==> config.mk <==
export PLATFORM = sky130hd
export DESIGN_NAME = scalar_issue_ctl
export DESIGN_NICKNAME = d
export VERILOG_FILES = /design/src/rtl/scalar_pkg.sv /design/src/rtl/s_register_file.sv /design/src/rtl/scalar_issue_ctl.sv
export SDC_FILE = /design/constraint.sdc
export NUM_CORES = 2
export LEC_CHECK = 0
export CAP_MARGIN = 20
export CORE_MARGIN = 2
export CORE_UTILIZATION = 25
export CTS_CLUSTER_DIAMETER = 120
export CTS_CLUSTER_SIZE = 12
export DETAILED_ROUTE_END_ITERATION = 10
export REMOVE_ABC_BUFFERS = 1
export SYNTH_ARGS = -nofsm -noshare
export SYNTH_HDL_FRONTEND = slang
export SYNTH_SLANG_ARGS = --single-unit
==> constraint.sdc <==
create_clock -name clk -period 2.7 [get_ports clk]
set_input_delay 0.405 -clock clk [delete_from_list [all_inputs] [get_ports clk]]
set_output_delay 0.405 -clock clk [all_outputs]
set_load 0.05 [all_outputs]
==> src/rtl/scalar_pkg.sv <==
// Shared types and constants for the scalar issue stage.
// Opcodes, S-register address width and datapath type.
package scalar_pkg;
  localparam int S_ADDR_W = 3;
  localparam logic [6:0] OP_SADD = 7'o104;
  localparam logic [6:0] OP_SSUB = 7'o105;
  localparam logic [6:0] OP_SPOP = 7'o106;
  localparam logic [6:0] OP_SLZC = 7'o107;
  typedef logic [63:0] sreg_t;
endpackage

==> src/rtl/s_register_file.sv <==
// S register file: two operand reads, debug read, and two
// write ports where FU writeback beats the external load.
module s_register_file
  import scalar_pkg::*;
#(
  parameter int NREG = 8
) (
  input  logic                clk,
  input  logic                rst_n,
  input  logic [S_ADDR_W-1:0] rd_j_addr,
  input  logic [S_ADDR_W-1:0] rd_k_addr,
  input  logic [S_ADDR_W-1:0] rd_d_addr,
  output logic [63:0]         rd_j_data,
  output logic [63:0]         rd_k_data,
  output logic [63:0]         rd_d_data,
  input  logic                wb_en,
  input  logic [S_ADDR_W-1:0] wb_addr,
  input  logic [63:0]         wb_data,
  input  logic                ext_en,
  input  logic [S_ADDR_W-1:0] ext_addr,
  input  logic [63:0]         ext_data
);

  sreg_t s [NREG];

  assign rd_j_data = s[rd_j_addr];
  assign rd_k_data = s[rd_k_addr];
  assign rd_d_data = s[rd_d_addr];

  // Register array update; writeback wins on an address clash.
  always_ff @(posedge clk or negedge rst_n) begin
    if (!rst_n) begin
      for (int n = 0; n < NREG; n++) s[n] <= '0;
    end else begin
      if (ext_en && !(wb_en && wb_addr == ext_addr))
        s[ext_addr] <= ext_data;
      if (wb_en)
        s[wb_addr] <= wb_data;
    end
  end

endmodule

==> src/rtl/scalar_issue_ctl.sv <==
// Scalar integer operand fetch / issue stage with per-register
// reservations and fixed-latency writeback from the FU.
module scalar_issue_ctl
  import scalar_pkg::*;
#(
  parameter int FU_LAT = 2,
  parameter int NREG   = 8
) (
  input  logic        clk,
  input  logic        i_rst_n,
  input  logic        i_Valid,
  output logic        o_Ready,
  input  logic [6:0]  i_Op,
  input  logic [2:0]  i_I,
  input  logic [2:0]  i_J,
  input  logic [2:0]  i_K,
  output logic [6:0]  o_Instr,
  output logic [63:0] o_Sj,
  output logic [63:0] o_Sk,
  input  logic [63:0] i_Si,
  input  logic        i_Wr_en,
  input  logic [2:0]  i_Wr_addr,
  input  logic [63:0] i_Wr_data,
  output logic        o_Wr_err,
  output logic        o_Ill,
  input  logic [2:0]  i_Rd_addr,
  output logic [63:0] o_Rd_data,
  output logic        o_Busy
);

  localparam int P = FU_LAT + 1;
  localparam logic [NREG-1:0] ONE = {{(NREG-1){1'b0}}, 1'b1};

  logic [NREG-1:0]     res;
  logic [P-1:0]        pv;
  logic [S_ADDR_W-1:0] pa [P];
  sreg_t               rd_j, rd_k;
  sreg_t               sk_val;
  logic                legal, src_k;
  logic                accept, issue;
  logic                wb_en, wr_ok;
  logic [S_ADDR_W-1:0] wb_addr;
  logic                is_ss, is_pop, is_lzc;

  assign is_ss  = (i_Op == OP_SADD) || (i_Op == OP_SSUB);
  assign is_pop = (i_Op == OP_SPOP);
  assign is_lzc = (i_Op == OP_SLZC);

  // Opcode decode: legality, k-source use and Sk operand.
  always_comb begin
    legal  = 1'b1;
    src_k  = 1'b0;
    sk_val = '0;
    unique case (1'b1)
      is_ss: begin
        src_k  = 1'b1;
        sk_val = rd_k;
      end
      is_pop: sk_val = {63'b0, i_K[0]};
      is_lzc: sk_val = '0;
      default: legal = 1'b0;
    endcase
  end

  assign o_Ready = !legal ||
                   !(res[i_J] || (src_k && res[i_K]) || res[i_I]);
  assign accept  = i_Valid && o_Ready;
  assign issue   = accept && legal;
  assign wb_en   = pv[P-1];
  assign wb_addr = pa[P-1];
  assign wr_ok   = i_Wr_en && !res[i_Wr_addr] &&
                   !(wb_en && wb_addr == i_Wr_addr);
  assign o_Busy  = |res;

  s_register_file #(.NREG(NREG)) u_rf (
    .clk       (clk),
    .rst_n     (i_rst_n),
    .rd_j_addr (i_J),
    .rd_k_addr (i_K),
    .rd_d_addr (i_Rd_addr),
    .rd_j_data (rd_j),
    .rd_k_data (rd_k),
    .rd_d_data (o_Rd_data),
    .wb_en     (wb_en),
    .wb_addr   (wb_addr),
    .wb_data   (i_Si),
    .ext_en    (wr_ok),
    .ext_addr  (i_Wr_addr),
    .ext_data  (i_Wr_data)
  );

  // Reservations: set on issue, cleared on writeback.
  always_ff @(posedge clk or negedge i_rst_n) begin
    if (!i_rst_n)
      res <= '0;
    else
      res <= (res & ~(wb_en ? (ONE << wb_addr) : '0)) |
             (issue ? (ONE << i_I) : '0);
  end

  // Destination shift pipe tracking results in flight.
  always_ff @(posedge clk or negedge i_rst_n) begin
    if (!i_rst_n) begin
      pv <= '0;
      for (int n = 0; n < P; n++) pa[n] <= '0;
    end else begin
      pv[0] <= issue;
      pa[0] <= i_I;
      for (int n = 1; n < P; n++) begin
        pv[n] <= pv[n-1];
        pa[n] <= pa[n-1];
      end
    end
  end

  // FU drive registers and status pulses.
  always_ff @(posedge clk or negedge i_rst_n) begin
    if (!i_rst_n) begin
      o_Instr  <= '0;
      o_Sj     <= '0;
      o_Sk     <= '0;
      o_Wr_err <= 1'b0;
      o_Ill    <= 1'b0;
    end else begin
      o_Wr_err <= i_Wr_en && !wr_ok;
      o_Ill    <= accept && !legal;
      if (issue) begin
        o_Instr <= i_Op;
        o_Sj    <= rd_j;
        o_Sk    <= sk_val;
      end else begin
        o_Instr <= '0;
      end
    end
  end

endmodule

# After elaboration in Yosys (flattened, before gate mapping)
# Cells that the tools add are included.
[classes]
addsub = 0
mul = 0
div = 0
n_lt_le_gt_ge = 11
n_eq_ne = 5
shifts = 2
muxes = 31
bitwise = 8
n_reduce_logical = 22
[ops]
columns = ["operator", "count"]
rows = [
  ["512-bit bitwise mux", 2],
  ["512-bit 2-to-1 mux", 2],
  ["64-bit binary-select mux with 3-bit select", 3],
  ["64-bit 2-to-1 mux", 8],
  ["64-bit demux with 3-bit select", 2],
  ["64-bit one-hot mux with 2 select lines", 1],
  ["7-bit equality test, second input constant", 4],
  ["4-bit >= comparator, second input constant", 5],
  ["3-bit NOT with 4-bit output", 5],
  ["3-bit by 4-bit < comparator with 1-bit output, second input constant", 4],
  ["8-bit 2-to-1 mux", 2],
  ["1-bit by 3-bit << shifter with 8-bit output, first input constant", 2],
  ["1-bit binary-select mux with 3-bit select", 4],
  ["1-bit logical AND", 11],
  ["8-bit AND", 1],
  ["4-bit by 1-bit < comparator with 1-bit output, second input constant", 2],
  ["8-bit NOT", 1],
  ["8-bit bitwise OR", 1],
  ["8-bit OR reduction", 1],
  ["7-bit 2-to-1 mux", 1],
  ["1-bit 2-to-1 mux", 6],
  ["1-bit zero test", 5],
  ["1-bit logical OR", 4],
  ["3-bit equality test", 1],
  ["3-bit OR reduction", 1],
]
[totals]
register_bits = 669
latch_bits = 0
ram_bits = 0
rom_bits = 0
in_bits = 154
output_inout_bits = 203
word_cells = 97
n_memories = 0

# Longest topological paths before layout
[logic_depth]
ltp_word = 12
ltp_mapped = 8
mapped_depth_nobuf = 5

# Cells and area by module
# From an unflattened synthesis, not the netlist that was laid out.
[hier_totals]
cells_unflattened = 3537
area_unflattened_um2 = 41950.2
[modules_own_cells]
columns = ["mod", "n_inst", "cells_each", "area_per_inst_um2", "seq_area_each_um2"]
rows = [
  ["s_register_file", 1, 3041, 35480.3, 12812.3],
  ["scalar_issue_ctl", 1, 496, 6470.0, 3928.8],
]

# Worst setup path before layout
# OpenSTA, ideal clock, no wires.
[synth_timing]
path_type = "input to output"
startpoint = "in i_I[1]"
endpoint = "out o_Ready"
arrival_time_ps = 2316
required_time_ps = 2295
path_slack_ps = -21
stages = 5
path_buffers = 1
cell_sequence = "buf_2 -> mux2_2 -> o22ai_1 -> a221oi_2 -> o21ai_0"
[synth_via]
elab_chain_len = 5
[synth_lines]
columns = ["element", "line", "text"]
rows = [
  ["from (decl)", "scalar_issue_ctl.sv:14", "input logic [2:0] i_I,"],
  ["1-bit binary-select mux with 3-bit select", "scalar_issue_ctl.sv:66", "!(res[i_J] || (src_k && res[i_K]) || res[i_I]);"],
  ["1-bit 2-to-1 mux (implied by the code)", "scalar_issue_ctl.sv:66", ""],
  ["1-bit logical OR", "scalar_issue_ctl.sv:66", ""],
  ["1-bit zero test", "scalar_issue_ctl.sv:66", ""],
  ["1-bit logical OR", "scalar_issue_ctl.sv:65", "assign o_Ready = !legal ||"],
  ["to (decl)", "scalar_issue_ctl.sv:12", "output logic o_Ready,"],
]
# No other way between the ends. The select of a mux whose other input is x is not followed.

# Worst setup path after layout
[layout_timing]
startpoint = "reg res[1]"
endpoint = "out o_Ready"
[layout_via]
elab_chain_len = 7
word_cells_on_any_way = 11
cone_classes = "mux: 6; reduce/logical: 5"
[layout_lines]
columns = ["element", "line", "text"]
rows = [
  ["from (decl)", "scalar_issue_ctl.sv:34", "logic [NREG-1:0] res;"],
  ["from (signal assigned)", "scalar_issue_ctl.sv:97", "res <= (res & ~(wb_en ? (ONE << wb_addr) : '0)) |"],
  ["1-bit binary-select mux with 3-bit select", "scalar_issue_ctl.sv:66", ""],
  ["1-bit 2-to-1 mux (implied by the code)", "scalar_issue_ctl.sv:66", ""],
  ["1-bit logical AND", "scalar_issue_ctl.sv:66", ""],
  ["1-bit logical OR", "scalar_issue_ctl.sv:66", ""],
  ["1-bit logical OR *", "scalar_issue_ctl.sv:66", ""],
  ["1-bit zero test *", "scalar_issue_ctl.sv:66", ""],
  ["1-bit logical OR *", "scalar_issue_ctl.sv:65", ""],
]
# Mark *: on every way between the ends. The rest lies on a longest branch, timed or not. The select of a mux whose other input is x is not followed.

==> impl_metrics.env <==
export IMPL_status="finished, violations left"
export IMPL_violations="negative setup slack"
export IMPL_drtIter0Drc=3728
export IMPL_nets=4141
export IMPL_die_area_mm2=0.1676
export IMPL_grt_total_usage=0.1766
export IMPL_synth_top_cell_area_share=0.4075
export IMPL_holdPathEnd="pa[7]"
export IMPL_min_period_over_period=1.000
export IMPL_wl_per_cell_um=24.53
export IMPL_reg2regPathDepth=8
export IMPL_cts_tree="done"
export IMPL_multi_input_area_mm2=0.02257
export IMPL_async_reset_ff_frac=1.000
export IMPL_timing_critical_path_arrival_ns=2.30
export IMPL_crit_type="reg -> out"
export IMPL_cp_start_kind="flip-flop"
export IMPL_fmax_mhz=370.4
export IMPL_worst_pin_slew_ns=0.7457
export IMPL_top_level_ports=357
export IMPL_antenna_found_initial=27
export IMPL_path_clk_slew_ns=0.06
export IMPL_cts_sinks=669
export IMPL_grt_pass1_wl_mm=221.6
export IMPL_min_period_ns=2.700
export IMPL_core_area_mm2=0.1630
export IMPL_dp_cells=6082
export IMPL_vias=32470
export IMPL_cpMaxStageDelayCell="mux4_2"
export IMPL_min_path_cells=2
export IMPL_p_total_mw=32.70
export IMPL_cts_buffers=66
export IMPL_worstHoldStart="i_I[1]"
export IMPL_crit_family="multiplexers"
export IMPL_final_util=0.3092
export IMPL_rows=148
export IMPL_postRouteWirelength_mm=151.6
export IMPL_leakagePower_nw=21.30
export IMPL_path_cells="mux4_2 > mux2i_2 > o21ai_2 > buf_6 > o21ai_4 > buf_12"
export IMPL_io_buffers=356
export IMPL_cellPowerDensity_mw_per_mm2=649.0
export IMPL_r2r_end="o_Sk[8]"
export IMPL_dr_wl_met2_mm=71.64
export IMPL_routed_via_density=5.253
export IMPL_clockBufferDepth=3
export IMPL_max_vdd_ir_drop_mv=0.4744
export IMPL_top_layer="met5"
export IMPL_m1WireLength_mm=61.97
export IMPL_die_w_um=409.4
export IMPL_remaining_drc_errors=0
export IMPL_fillers=16410
export IMPL_ys_ff_latch=669
export IMPL_ant_nets=0
export IMPL_maxCapViolCount=0
export IMPL_switching_share=0.3395
export IMPL_rsz0062_at_grt="yes"
export IMPL_synth_edff_count=0
export IMPL_firstDrtPassIters=6
export IMPL_clk_latency_ns=0.65
export IMPL_dieHeight_um=409.4
export IMPL_grt_ovfl_total=0
export IMPL_critPathMaxStageDelay_ns=0.48
export IMPL_syn_area_mm2=0.04108
export IMPL_start_util=0.2521
export IMPL_pwr_share_seq=0.419
export IMPL_grt_max_degree=89
export IMPL_r2r_start="res[1]"
export IMPL_setup_ws_ns=-0.00003331
export IMPL_cp_required_ns=2.30
export IMPL_synth_area_leader_cell="dfrtp_1"
export IMPL_pwr_share_comb=0.313
export IMPL_first_global_vias=31990
export IMPL_seq_area_frac_synth=0.4075
export IMPL_seqCellArea_mm2=0.01675
export IMPL_fin_skew_ns=0.01176
export IMPL_setup_viol=1
export IMPL_final_cells=6181
export IMPL_route_met3_wl_mm=12.97
export IMPL_cp_max_fo=6
export IMPL_ys_types=39
export IMPL_drive_above_1_share=0.2406
export IMPL_root_buffer="clkbuf_16"
export IMPL_slew_headroom=0.5029
export IMPL_ys_flop_type="dfrtp_1"
export IMPL_gp_congestion=0.8008
export IMPL_switchingPower_mw=11.10
export IMPL_critPathCaptureType="output port"
export IMPL_hold_class="in -> reg"
export IMPL_avgSynthCellArea_um2=10.88
export IMPL_hold_viol=0
export IMPL_power_frac_clock=0.268
export IMPL_drv_slew=0
export IMPL_yosys_warnings=0
export IMPL_h_tree_depth=3
export IMPL_hpwl_mm=100.5
export IMPL_syn2layout_area_growth_pct=22.64
export IMPL_cellInternalPower_mw=21.60
export IMPL_crit_buf_inv=2
export IMPL_r2r_slack_ns=0.14
export IMPL_synthCells=3777
export IMPL_synth_area_top_cells="dfrtp_1 (41%), mux4_2 (21%), mux2i_1 (7.9%)"
layout by cell type, fill, tap and decap left out, drive strengths merged, types with 65 or more instances in the layout:
cell type,synthesis,layout
nand2,710,710
dfrtp,669,669
nor2,390,390
mux4,388,388
mux2i,325,325
buf,185,311
clkdlybuf4s50,0,279
mux2,258,258
a31oi,256,256
o21ai,195,195
clkbuf,268,72
a21oi,65,65
how the worst max path moves through the flow:
| stage | cells after the start | endpoint | slack (ns) | start |
|---|---|---|---|---|
| after global placement | 9 | o_Sk[8] | -0.42 | i_I[1] |
| after global routing | 6 | o_Ready | -0.14 | res[1] |
| final | 6 | o_Ready | -0.00003 | res[1] |
| after floorplan | 5 | o_Sj[54] | -5.52 | i_Op[2] |
| after CTS | 7 | o_Ready | -0.20 | res[4] |
| after detailed placement | 9 | o_Sk[11] | -0.39 | i_I[1] |
per-stage QoR:
stage | hold WS, ns | setup TNS [ns] | cell area [um2] | setup slack, ns
finish | 0.2290 | -0.00003331 | 50390 | -0.00003331
global placement | 0.3317 | -46.97 | 48440 | -0.4224
detailed placement | 0.3347 | -45.59 | 48440 | -0.3923
floorplan | 0.1094 | -1369.61 | 39140 | -5.520
CTS | 0.2699 | -0.2014 | 50260 | -0.2014
global route | 0.1894 | -0.1372 | 50380 | -0.1372
logic make-up after synthesis:
kind of cell / Yosys count / synth area share
AO/OA/AOI/OAI: 533 / 0.07452
XOR/XNOR: 3 / 0.0006397
buffers and inverters: 458 / 0.04790
flip-flops: 669 / 0.4075
multiplexers: 971 / 0.3626
other: 1 / 0.00009128
AND/OR/NAND/NOR: 1142 / 0.1068
cell type report:
class / count / area share
antenna: 11 / 0.0005463
tap: 2175 / 0.05401
sequential: 669 / 0.3324
inverter: 5 / 0.0003725
clock inverter: 5 / 0.001217
timing repair buffer: 593 / 0.1290
clock buffer: 71 / 0.03442
multi-input combinational: 2652 / 0.4480
repair_timing:
action	4_1_cts	5_1_grt
pin swaps	0	1
gates resized for setup	10	8
setup buffers	0	12
endpoints found under the hold margin	31	0
setup endpoints to repair	2	2
hold buffers	1	0
power groups by stage:
stage | clock network [mW] | registers, mW | logic, mW
after global placement | 0 | 13.7 | 10.1
after global routing | 9.40 | 14.0 | 10.9
after CTS | 9.04 | 13.6 | 10.3
after floorplan | 0 | 14.0 | 6.05
final | 8.75 | 13.7 | 10.2
after detailed placement | 0 | 13.8 | 10.3
Yosys cell counts, drive strengths merged, types with 3 or more instances:
cell / n
a21oi: 65
a31oi: 256
a32o: 6
and2: 4
and3: 6
buf: 185
clkbuf: 268
dfrtp: 669
inv: 5
mux2: 258
mux2i: 325
mux4: 388
nand2: 710
nand3: 10
nor2: 390
nor2b: 11
nor3: 3
nor4: 3
o21ai: 195
xnor2: 3
registers in the layout, indices dropped and copies added (netlist names):
register / flops
o_Sk: 64
res: 8
o_Wr_err: 1
pa: 6
o_Sj: 64
u_rf.s: 512
wb_addr: 3
o_Instr: 7
pv: 3
o_Ill: 1
worst register-to-register path: cells and delay by family, from the launching register on:
family                 cells  cell delay, ns
AOI/OAI and AO/OA          1            0.10
buffers and inverters      3            0.60
DFF                        1            0.46
muxes                      3            1.06
and+or+nand+nor            1            0.23
routing by layer:
layer	track usage	up-vias
li1	-	14060
met1	0.2361	16510
met2	0.2824	1584
met3	0.03732	291
met4	0.06136	28
met5	0	-
Note: power is estimated with default switching activity, not from simulation.
